`src/rtl/atm_keypad_entry.sv`:
```
// atm_keypad_entry: ATM keypad capture of card number and PIN with BCD-to-binary conversion.
// Optional inactivity timeout enabled by defining KEYPAD_TIMEOUT_EN.
module atm_keypad_entry #(
    parameter int CARD_DIGITS    = 8,
    parameter int PIN_DIGITS     = 4,
    parameter int TIMEOUT_CYCLES = 1000
) (
    input  logic        clk,
    input  logic        rst_n,
    input  logic        key_valid,
    input  logic [3:0]  key_code,
    input  logic        session_end,
    output logic        key_ready,
    output logic        start,
    output logic [31:0] cardnumber,
    output logic        card_valid,
    output logic [19:0] pin,
    output logic        pin_valid,
    output logic        entry_err,
    output logic        timeout
);
    localparam int MAXD = CARD_DIGITS > PIN_DIGITS ? CARD_DIGITS : PIN_DIGITS;
    localparam int W    = 4 * MAXD;

    if (CARD_DIGITS < 1 || CARD_DIGITS > 9 || PIN_DIGITS < 1 || PIN_DIGITS > 6 || TIMEOUT_CYCLES < 1) begin : g_bad_param
        $error("atm_keypad_entry: parameter out of range");
    end

    typedef enum logic [2:0] {IDLE, CARD, CONV_C, PIN, CONV_P, DONE} state_t;
    state_t      state_q, state_d;
    logic [W-1:0] reg_q, reg_d;
    logic [3:0]  cnt_q, cnt_d;
    logic [31:0] acc_q, acc_d, card_q, card_d, acc_nxt;
    logic [19:0] pin_q, pin_d;
    logic        cv_q, cv_d, pv_q, pv_d;
    logic        in_entry, acc_key, is_dig, full, tmo;
    logic [3:0]  lim, dig;

    assign key_ready  = state_q == IDLE || state_q == CARD || state_q == PIN;
    assign in_entry   = state_q == CARD || state_q == PIN;
    assign acc_key    = key_valid & key_ready & ~session_end;
    assign is_dig     = key_code <= 4'd9;
    assign lim        = state_q == PIN ? 4'(PIN_DIGITS) : 4'(CARD_DIGITS);
    assign full       = cnt_q == lim;
    // Conversion shifts the register left, so the MSB digit always sits at a fixed nibble.
    assign dig        = state_q == CONV_P ? reg_q[4*PIN_DIGITS-1 -: 4] : reg_q[4*CARD_DIGITS-1 -: 4];
    assign acc_nxt    = acc_q * 32'd10 + 32'(dig);
    assign start      = rst_n & acc_key & (state_q == IDLE) & is_dig;
    assign entry_err  = acc_key & in_entry & ((is_dig & full) | (key_code == 4'hB & cnt_q == 4'd0) | (key_code == 4'hE & ~full));
    assign timeout    = tmo;
    assign cardnumber = card_q;
    assign pin        = pin_q;
    assign card_valid = cv_q;
    assign pin_valid  = pv_q;

`ifdef KEYPAD_TIMEOUT_EN
    localparam int TW = $clog2(TIMEOUT_CYCLES + 1);
    logic [TW-1:0] timer_q, timer_d;
    assign tmo     = in_entry & ~acc_key & ~session_end & (timer_q == TW'(TIMEOUT_CYCLES - 1));
    assign timer_d = (in_entry & ~acc_key & ~session_end & ~tmo) ? timer_q + 1'b1 : '0;
    always_ff @(posedge clk or negedge rst_n) begin
        if (!rst_n) timer_q <= '0;
        else        timer_q <= timer_d;
    end
`else
    assign tmo = 1'b0;
`endif

    always_comb begin
        state_d = state_q;
        reg_d   = reg_q;
        cnt_d   = cnt_q;
        acc_d   = acc_q;
        card_d  = card_q;
        pin_d   = pin_q;
        cv_d    = 1'b0;
        pv_d    = 1'b0;
        if (session_end || tmo) begin
            state_d = IDLE;
            reg_d   = '0;
            cnt_d   = '0;
            acc_d   = '0;
        end else begin
            case (state_q)
                IDLE: if (start) begin
                    reg_d   = W'(key_code);
                    cnt_d   = 4'd1;
                    state_d = CARD;
                end
                CARD, PIN: if (acc_key) begin
                    if (is_dig && !full) begin
                        reg_d = (reg_q << 4) | W'(key_code);
                        cnt_d = cnt_q + 4'd1;
                    end else if (key_code == 4'hA) begin
                        reg_d = '0;
                        cnt_d = '0;
                    end else if (key_code == 4'hB && cnt_q != 4'd0) begin
                        reg_d = reg_q >> 4;
                        cnt_d = cnt_q - 4'd1;
                    end else if (key_code == 4'hE && full) begin
                        state_d = state_q == CARD ? CONV_C : CONV_P;
                        acc_d   = '0;
                    end
                end
                CONV_C, CONV_P: begin
                    reg_d = reg_q << 4;
                    cnt_d = cnt_q - 4'd1;
                    acc_d = acc_nxt;
                    if (cnt_q == 4'd1) begin
                        reg_d   = '0;
                        acc_d   = '0;
                        state_d = state_q == CONV_C ? PIN : DONE;
                        card_d  = state_q == CONV_C ? acc_nxt : card_q;
                        pin_d   = state_q == CONV_P ? acc_nxt[19:0] : pin_q;
                        cv_d    = state_q == CONV_C;
                        pv_d    = state_q == CONV_P;
                    end
                end
                DONE: ;
                default: state_d = IDLE;
            endcase
        end
    end

    always_ff @(posedge clk or negedge rst_n) begin
        if (!rst_n) begin
            state_q <= IDLE;
            reg_q   <= '0;
            cnt_q   <= '0;
            acc_q   <= '0;
            card_q  <= '0;
            pin_q   <= '0;
            cv_q    <= 1'b0;
            pv_q    <= 1'b0;
        end else begin
            state_q <= state_d;
            reg_q   <= reg_d;
            cnt_q   <= cnt_d;
            acc_q   <= acc_d;
            card_q  <= card_d;
            pin_q   <= pin_d;
            cv_q    <= cv_d;
            pv_q    <= pv_d;
        end
    end
endmodule

```
`config.mk`:
```
export PLATFORM = sky130hd
export DESIGN_NAME = atm_keypad_entry
export DESIGN_NICKNAME = d
export VERILOG_FILES = /design/src/rtl/atm_keypad_entry.sv
export SDC_FILE = /design/constraint.sdc
export NUM_CORES = 1
export LEC_CHECK = 0
export ABC_AREA = 1
export CORE_AREA = 2 2 99 149
export CTS_CLUSTER_SIZE = 28
export DETAILED_ROUTE_END_ITERATION = 16
export DIE_AREA = 0 0 101 151
export GPL_ROUTABILITY_DRIVEN = 1
export PLACE_DENSITY_LB_ADDON = 0.3
export SETUP_SLACK_MARGIN = 0.1
export SLEW_MARGIN = 15
export SYNTH_ARGS = -nofsm -noshare
export SYNTH_HDL_FRONTEND = slang
export SYNTH_SLANG_ARGS = --single-unit
```
`constraint.sdc`:
```
create_clock -name clk -period 7.85 [get_ports clk]
set_input_delay 1.57 -clock clk [delete_from_list [all_inputs] [get_ports clk]]
set_output_delay 1.57 -clock clk [all_outputs]
set_load 0.005 [all_outputs]
```
==> run metrics <==
Final HPWL DP=18700 µm; Worst Hold End=cardnumber[30]; worst rel slew slack=27.0%; initial antenna violation count=0; # fillers=1025; Pwr Density=257 nW/µm²; Hold Fails Final Rpt=0; top-count cell post-synth=nand2_1; DR pass1 iterations=6; Worst Max-Slew Pin Slew=1090 ps; Die W=101 µm; Clock Sinks=124; CTS buffer count=17; EDFF count, synth=0; Fin Setup TNS=0 ps; setup ws final=2640 ps; final WL=25800 µm; area leader, netlist=dfrtp_1; Remaining DRCs=0; worst min-delay path startpoint=cardnumber[30]; RSZ-0062 raised after global routing=false; Startpoint Class=input port; ANT nets after route=0; die height=151 µm; Die ar.=15300 µm²; Distinct cells, synth=43; total power=2.65 mW; row cnt=53; r2r endpoint=pin[15]; synthesized area=8960 µm²; Seq. cell area=3100 µm²; worst skew pair latency=420 ps; total of max-cap violations=0; ys flop type=dfrtp_1; maximum fanout along the worst path=42; Via density=5.90; worst clock skew=9.31 ps; num ports=66; Clock transition at path regs=60 ps; status=complete, no violations; share of cells above drive strength 1=8.53%; Avg Inst Size Synth=7.13 µm²; final critical-path share of the clock period=66.3%; CTS root buf=clkbuf_16; core area=13900 µm²; Yosys warning total=0; setup bufs post-CTS=0; Max Fclk=0.192 GHz; min-delay worst type=flop to flop; Initial Utilization=64.4%; fin. max-slew vios=0; Async SR Flop Fraction=100%; CP required=8150 ps; PortBufs=64; DP Worst Slack=2380 ps; worst ir drop on vdd=0.403 mV; clk buf depth=2; Placer Congestion=0.968; syn nets=1329; hold path cells=2; first-pass GRT wire length=41900 µm; synth top area cells=dfrtp_1, nand2_1, ha_1; WL per Instance=17.4 µm; H-tree levels=4; Congestion Overflow GR=0; DR vias=8787; Layout Utilization=74.2%; CP Class=input port to flop; worst r2r path cells=19; vias in the first global route=8686; Mapped Cells=1258; multi-input logic area=4930 µm²; r2r startpoint=state_q[1]; GR Util All Layers=35.4%; Layout area overhead=15.3%; Post-CTS Resized=0; CP endpoint kind=flop; final setup vio count=0; register area share after synthesis=34.6%; Worst R2R Setup Slack=3510 ps; Yosys top cell area share=34.6%; Final #Nets=1382; Static Leak=5.19 nW; CTS tree=done; most frequent cells after synthesis=nand2_1, inv_1, dfrtp_1; post-layout min period=5210 ps; initial DRC count=696; FF+latch count, synth=124; CP Data Arrival Time=5500 ps; Fin Hold WS=477 ps; diode count=0; largest net degree at the start of global routing=47; Post-CTS Hold Buffers=0
-- logic make-up after synthesis --
| logic type | synth area share, % |
|---|---|
| buffers and inverters | 10.3 |
| other | 0.0418 |
| and+or+nand+nor | 31.0 |
| xor gates and xnor gates | 2.35 |
| DFF | 34.6 |
| adders and majority gates | 8.96 |
| AOI/OAI and AO/OA | 12.6 |
-- metrics by stage --
stage / cells / area [µm²]
after floorplan: 1258 / 8960
after global placement: 1457 / 9660
after detailed placement: 1457 / 9660
after CTS: 1489 / 10300
after global routing: 1489 / 10300
final: 1489 / 10300
-- per-layer routing --
metal | routed length [µm] | track usage, % | up-vias
met5 | 0 | 0 | -
met4 | 1760 | 23.2 | 0
met3 | 1480 | 4.61 | 130
met2 | 13300 | 62.6 | 424
met1 | 9290 | 39.4 | 4062
li1 | - | - | 4171
-- power breakdown --
group / switching, mW / total [mW] / internal [mW]
Clock: 0.295 / 0.893 / 0.598
Combinational: 0.504 / 0.851 / 0.347
Sequential: 0.116 / 0.907 / 0.791
-- flip-flops by register name, indices dropped and copies added (netlist names) --
name        flops
pin_valid       1
card_valid      1
reg_q          32
acc_q          31
pin            20
cardnumber     32
cnt_q           4
state_q         3
-- placed cells by master (no fill, tap or decap), types with 2 or more instances in the layout --
cell and n:
bufinv_16 5, o21ai_1 14, clkinv_2 2, nand3_1 84, o21ai_0 67, xor2_1 12
nand2_4 4, clkbuf_16 17, nand3_2 5, inv_1 185, o21bai_1 2, and2_1 5
dfrtp_1 124, nor3_2 2, clkinv_4 2, fa_1 2, o22ai_1 83, clkdlybuf4s50_1 63
nand2_2 28, nand4_1 16, nor2_1 61, o211ai_1 2, inv_2 12, a21oi_1 19
xnor2_1 12, a22o_1 2, clkinv_1 3, buf_4 5, nor2_4 16, ha_1 61
nor2_2 7, nor3_1 3, nand2_1 380, clkbuf_8 4, nand3b_1 3
-- worst max path at each step --
stage / startpoint / endpoint / slack (ps) / depth (start not counted)
2_1_floorplan: key_code[3] / entry_err / 4020 / 7
3_3_place_gp: key_code[2] / reg_q[17] / 2470 / 10
3_5_place_dp: key_code[1] / reg_q[15] / 2380 / 10
4_1_cts: key_code[1] / reg_q[28] / 2800 / 10
5_1_grt: key_code[2] / reg_q[28] / 2410 / 10
6_report: key_code[2] / reg_q[28] / 2640 / 10
-- final cells by class --
type	count	share of cell area, %
tap	165	2.00
inverter	200	7.27
clock buffer	22	4.69
multi-input combinational	900	47.8
sequential	124	30.0
timing repair buffer	68	6.47
clock inverter	10	1.79
-- critical path, cell delays in order --
cell and delay [ps]:
clkdlybuf4s50_1 470, o21ai_0 410, nand2_2 450, inv_2 150, nor2_2 60, nand2_1 90
o21ai_2 70, a21oi_4 860, nand2_1 960, o22ai_1 400
Note: power is estimated with default switching activity, not from simulation.
==> patch 1 (config.mk and constraints unchanged) <==
Re-encode `state_t` (6 states) as Gray code, 3 bits wide.
--- a/src/rtl/atm_keypad_entry.sv
+++ b/src/rtl/atm_keypad_entry.sv
@@ -26,7 +26,7 @@
         $error("atm_keypad_entry: parameter out of range");
     end
 
-    typedef enum logic [2:0] {IDLE, CARD, CONV_C, PIN, CONV_P, DONE} state_t;
+    typedef enum logic [2:0] {IDLE = 3'b000, CARD = 3'b001, CONV_C = 3'b011, PIN = 3'b010, CONV_P = 3'b110, DONE = 3'b111} state_t;
     state_t      state_q, state_d;
     logic [W-1:0] reg_q, reg_d;
     logic [3:0]  cnt_q, cnt_d;
Function: same outputs for any inputs over 10 cycles, from zero or initial values and one cycle with rst_n low; not proved beyond that.
==> patch 1 against the original RTL <==
Power shrank 19%. Critical endpoint is now entry_err. Largest power group is now clock. Sequential cell count is the same. Via count shrank 0.71%. Final area shrank 1.8%. Count of clock-buffer cells in the layout shrank 5. Area after synthesis shrank 1.1%. Wire length grew 1.6%. Worst hold slack gained 0.0013 ns. Highest routed layer unchanged. Worst setup slack gained 0.38 ns.
==> patch 1: results (changes against the original RTL) <==
p_leak_nw: 5.22  # +0.70%
post_cts_resized: 0  # unchanged
gp_congestion: 0.990  # +2.3%
vdd_drop_max_mv: 0.320  # -21%
max-slew-margin-rel_pct: 25.5  # -1.5 points
fin_skew_ns: 0.0152  # +0.00591 ns
cts_root_buf: "clkbuf_16"
min-delay-start: "cardnumber[29]$_DFFE_PN0P_"
ys_warn_count: 0  # unchanged
port-buffer-count: 64  # unchanged
hp-class: "register to register"
numCtsBuffers: 17  # unchanged
diodes: 0  # unchanged
grtUsageTotal_pct: 35.5  # +0.15 points
synth_common_cells: "424 x nand2_1, 174 x inv_1, 124 x dfrtp_1"
async_reset_ff_share_pct: 100  # unchanged
grt_pass1_vias: 8678  # -0.092%
clkSlewWorstSetupHoldPaths_ns: 0.07
drtIter0Drc: 507  # -27%
synth_cell_types: 44  # +2.3%
antenna_found_initial: 0  # unchanged
grt_pass1_wl_mm: 41.8  # -0.16%
ctsHtreeMaxLevel: 4  # unchanged
cts_buffer_depth: 2  # unchanged
yosys.area.top_type: "dfrtp_1"
cp_data_arrival_time_ns: 3.26  # -2.24 ns
regToRegStartpoint: "state_q[1]$_DFFE_PN0P_"
nNetsFinal: 1380  # -0.14%
cts_setup_buffers: 0  # unchanged
finalNonFillerCells: 1487  # -0.13%
maxSlewViolCount: 0  # unchanged
status: "complete, no violations"
synth_area_leaders: "dfrtp_1 35%, nand2_1 18%, ha_1 8.6%, inv_1 7.4%, o22ai_1 5.9%"
cp-startpoint: "key_code[0]"
totalWireLength_mm: 26.2  # +1.6%
clkLatencyLatePin_ns: 0.43
pre_cts_ws_ns: 3.00  # +0.616 ns
avgViaCountPerCell: 5.87  # -0.57%
yosysSeqAreaShare_pct: 35.0  # +0.37 points
synthCells: 1257  # -0.079%
dp_hpwl_mm: 19.3  # +3.1%
grt_max_degree: 70  # +49%
crit_path_max_fanout: 4  # -90%
firstDrtPassIters: 7  # +1
drive_gt1_share_pct: 8.09  # -0.44 points
-- patch 1: per-layer routing --
layer | vias up | wire length (µm) | global-route usage, %
li1 | 4183 | - | -
met1 | 4044 | 8710 | 34.5
met2 | 352 | 13800 | 64.4
met3 | 146 | 1290 | 6.00
met4 | 0 | 2400 | 29.6
met5 | - | 0 | 0
-- patch 1: path summary, 6_finish.rpt --
check	to	slack [ns]	depth (start not counted)
setup / recovery	entry_err	3.02	8
hold / removal	cardnumber[29]$_DFFE_PN0P_	0.48	2
setup reg to reg	acc_q[23]$_DFFE_PN0P_	4.10	22
hold reg to reg	cardnumber[29]$_DFFE_PN0P_	0.48	2
max in group asynchronous	pin[14]$_DFFE_PN0P_	5.28	2
min in group asynchronous	cnt_q[1]$_DFFE_PN0P_	1.24	1
-- patch 1: cell families (layout without fill, tap and decap cells) --
logic type / after synthesis / count (layout) / synth area share, %
AOI/OAI and AO/OA: 176 / 176 / 11.8
buffers and inverters: 226 / 291 / 10.0
adders and majority gates: 63 / 63 / 9.06
xor gates and xnor gates: 23 / 23 / 2.53
DFF: 124 / 124 / 35.0
and+or+nand+nor: 644 / 644 / 31.5
other: 1 / 1 / 0.0423
-- patch 1: power by group --
part / switching [W] / leakage [nW] / internal (W) / total (W)
Combinational: 0.000433 / 3.23 / 0.000176 / 0.000609
Clock: 0.000338 / 0.277 / 0.000447 / 0.000785
Sequential: 0.0000503 / 1.72 / 0.000703 / 0.000753
Total: 0.000822 / 5.22 / 0.00133 / 0.00215
-- patch 1: layout make-up --
cell class              count  area [µm²]
flip-flops and latches    124        3100
multi-input cells         907        4880
clock inverters            15         153
fillers                  1111        3780
repair buffers             68         668
inverters                 191         717
clock buffers              17         425
well taps                 165         206
-- patch 1: critical path, stage by stage --
cell and delay (ns):
clkdlybuf4s50_1 0.51, inv_1 0.07, nor3_1 0.26, nand3_1 0.12, o211ai_1 0.10, nand3_1 0.09
inv_1 0.06, clkdlybuf4s50_1 0.49
-- patch 1: stage by stage --
stage,total power (W),instance area [µm²],hold WS [ns]
4_1_cts,0.00213,10100,0.480
2_1_floorplan,0.00123,8870,0.453
3_3_place_gp,0.00135,9570,0.455
5_1_grt,0.00224,10100,0.508
3_5_place_dp,0.00136,9570,0.464
6_report,0.00215,10100,0.478
==> patch 2 (same settings) <==
Without the edit above. Change the parameter `PIN_DIGITS` from 4 to 5.
--- a/src/rtl/atm_keypad_entry.sv
+++ b/src/rtl/atm_keypad_entry.sv
@@ -2,7 +2,7 @@
 // Optional inactivity timeout enabled by defining KEYPAD_TIMEOUT_EN.
 module atm_keypad_entry #(
     parameter int CARD_DIGITS    = 8,
-    parameter int PIN_DIGITS     = 4,
+    parameter int PIN_DIGITS     = 5,
     parameter int TIMEOUT_CYCLES = 1000
 ) (
     input  logic        clk,
Check against the original RTL: same outputs for any inputs over 4 cycles, from zero or initial values and one cycle with rst_n low; that may be too few to reach the edited logic, so the function may still have changed.
==> patch 2 against the original RTL <==
Final area fell by 1.6%. Sequential cell count did not move. Core utilization decreased by 1.2 points. Power shrank 2.9%. Sequential share of layout area grew 0.48 points. Clock skew is 0.00064 ns lower. Worst setup slack better by 0.38 ns. Clock power decreased by 4.9%. Non-clock buffer count is 1 higher. Synthesized cell count is 1.6% lower. First-iteration DRC count decreased by 28%. Fmax grew 7.8%. Wire length fell by 5.8%. Area after synthesis fell by 1.9%. Critical endpoint is now entry_err. Largest cell class unchanged. Highest routed layer unchanged.
==> patch 2: results (changes against the original RTL) <==
drtIter0Drc: 498  # -28%
synth_compound_area_share_pct: 14.0  # +1.3 points
yosysSeqAreaShare_pct: 35.3  # +0.67 points
nFillCells: 1091  # +6.4%
drive_gt1_share_pct: 7.51  # -1.0 points
grtUsageTotal_pct: 33.5  # -1.9 points
vdd_drop_max_mv: 0.277  # -31%
r2r-end: "pin[19]$_DFFE_PN0P_"
status: "complete, no violations"
p_leak_nw: 5.09  # -1.9%
synth_cell_types: 42  # -2.3%
grt_pass1_vias: 8368  # -3.7%
swShare_pct: 35.0  # +0.43 points
reg2reg_setup_slack_ns: 3.60  # +0.09 ns
grt_max_degree: 67  # +43%
fin_skew_ns: 0.00867  # -0.000645 ns
min-delay-start: "cardnumber[3]$_DFFE_PN0P_"
crit_path_end: "entry_err"
synthesis.nets: 1309  # -1.5%
crit_path_max_fanout: 5  # -88%
synth_common_cells: "385 x nand2_1, 173 x inv_1, 124 x dfrtp_1"
gp_congestion: 0.999  # +3.2%
synthAdderAreaFrac_pct: 9.14  # +0.17 points
routed-via-count: 8653  # -1.5%
worst_hold_path.endpoint: "cardnumber[3]$_DFFE_PN0P_"
dp_hpwl_mm: 18.0  # -3.6%
cp_data_arrival_time_ns: 3.26  # -2.24 ns
yosys.area_share.xor_xnor_pct: 1.96  # -0.38 points
-- patch 2: changes by cell type in the layout (fill, tap and decap cells not counted), moves of 4 or more --
cell	delta
nand3_2	+6
xor2_1	-4
nand2_4	-4
nand3_1	-5
nor2_4	-11
nor2_2	+5
a21oi_1	+10
nand2_2	-14
xnor2_1	-4
nand2_1	+5
inv_2	-5
inv_1	-12
-- patch 2: area by class of cell --
class,count,share of cell area [%]
clock buffers,21,4.53
clock inverters,11,1.77
multi-input cells,900,47.9
well taps,165,2.03
flip-flops and latches,124,30.5
inverters,180,6.64
repair buffers,69,6.64
-- patch 2: power by group through the flow --
stage               sequential, W  combinational, W  clock (W)
finish                   0.000886          0.000838   0.000849
global route             0.000902          0.000910   0.000877
CTS                      0.000883          0.000829   0.000849
detailed placement       0.000889          0.000815          0
global placement         0.000886          0.000798          0
floorplan                0.000877          0.000469          0
-- patch 2: worst max-delay path, cell delays in order --
cell             delay (ns)
clkdlybuf4s50_1        0.54
inv_1                  0.10
nor4_1                 0.29
a21oi_1                0.06
o21ai_0                0.08
nand3_1                0.08
inv_1                  0.05
clkdlybuf4s50_1        0.49
-- patch 2: per-stage QoR --
step	instances	utilization [%]	hold slack (ns)	setup slack, ns
finish	1470	73.0	0.480	3.02
detailed placement	1438	68.4	0.462	3.04
global placement	1438	68.4	0.460	3.06
floorplan	1238	-	0.453	4.15
CTS	1470	73.0	0.483	3.04
global route	1470	73.0	0.497	2.89
-- patch 2: per-layer routing --
| layer | vias to the layer above | track usage [%] | wire [µm] |
|---|---|---|---|
| li1 | 4186 | - | - |
| met1 | 4093 | 39.6 | 9440 |
| met2 | 303 | 60.5 | 12800 |
| met3 | 71 | 4.15 | 1170 |
| met4 | 0 | 14.2 | 920 |
| met5 | - | 0 | 0 |
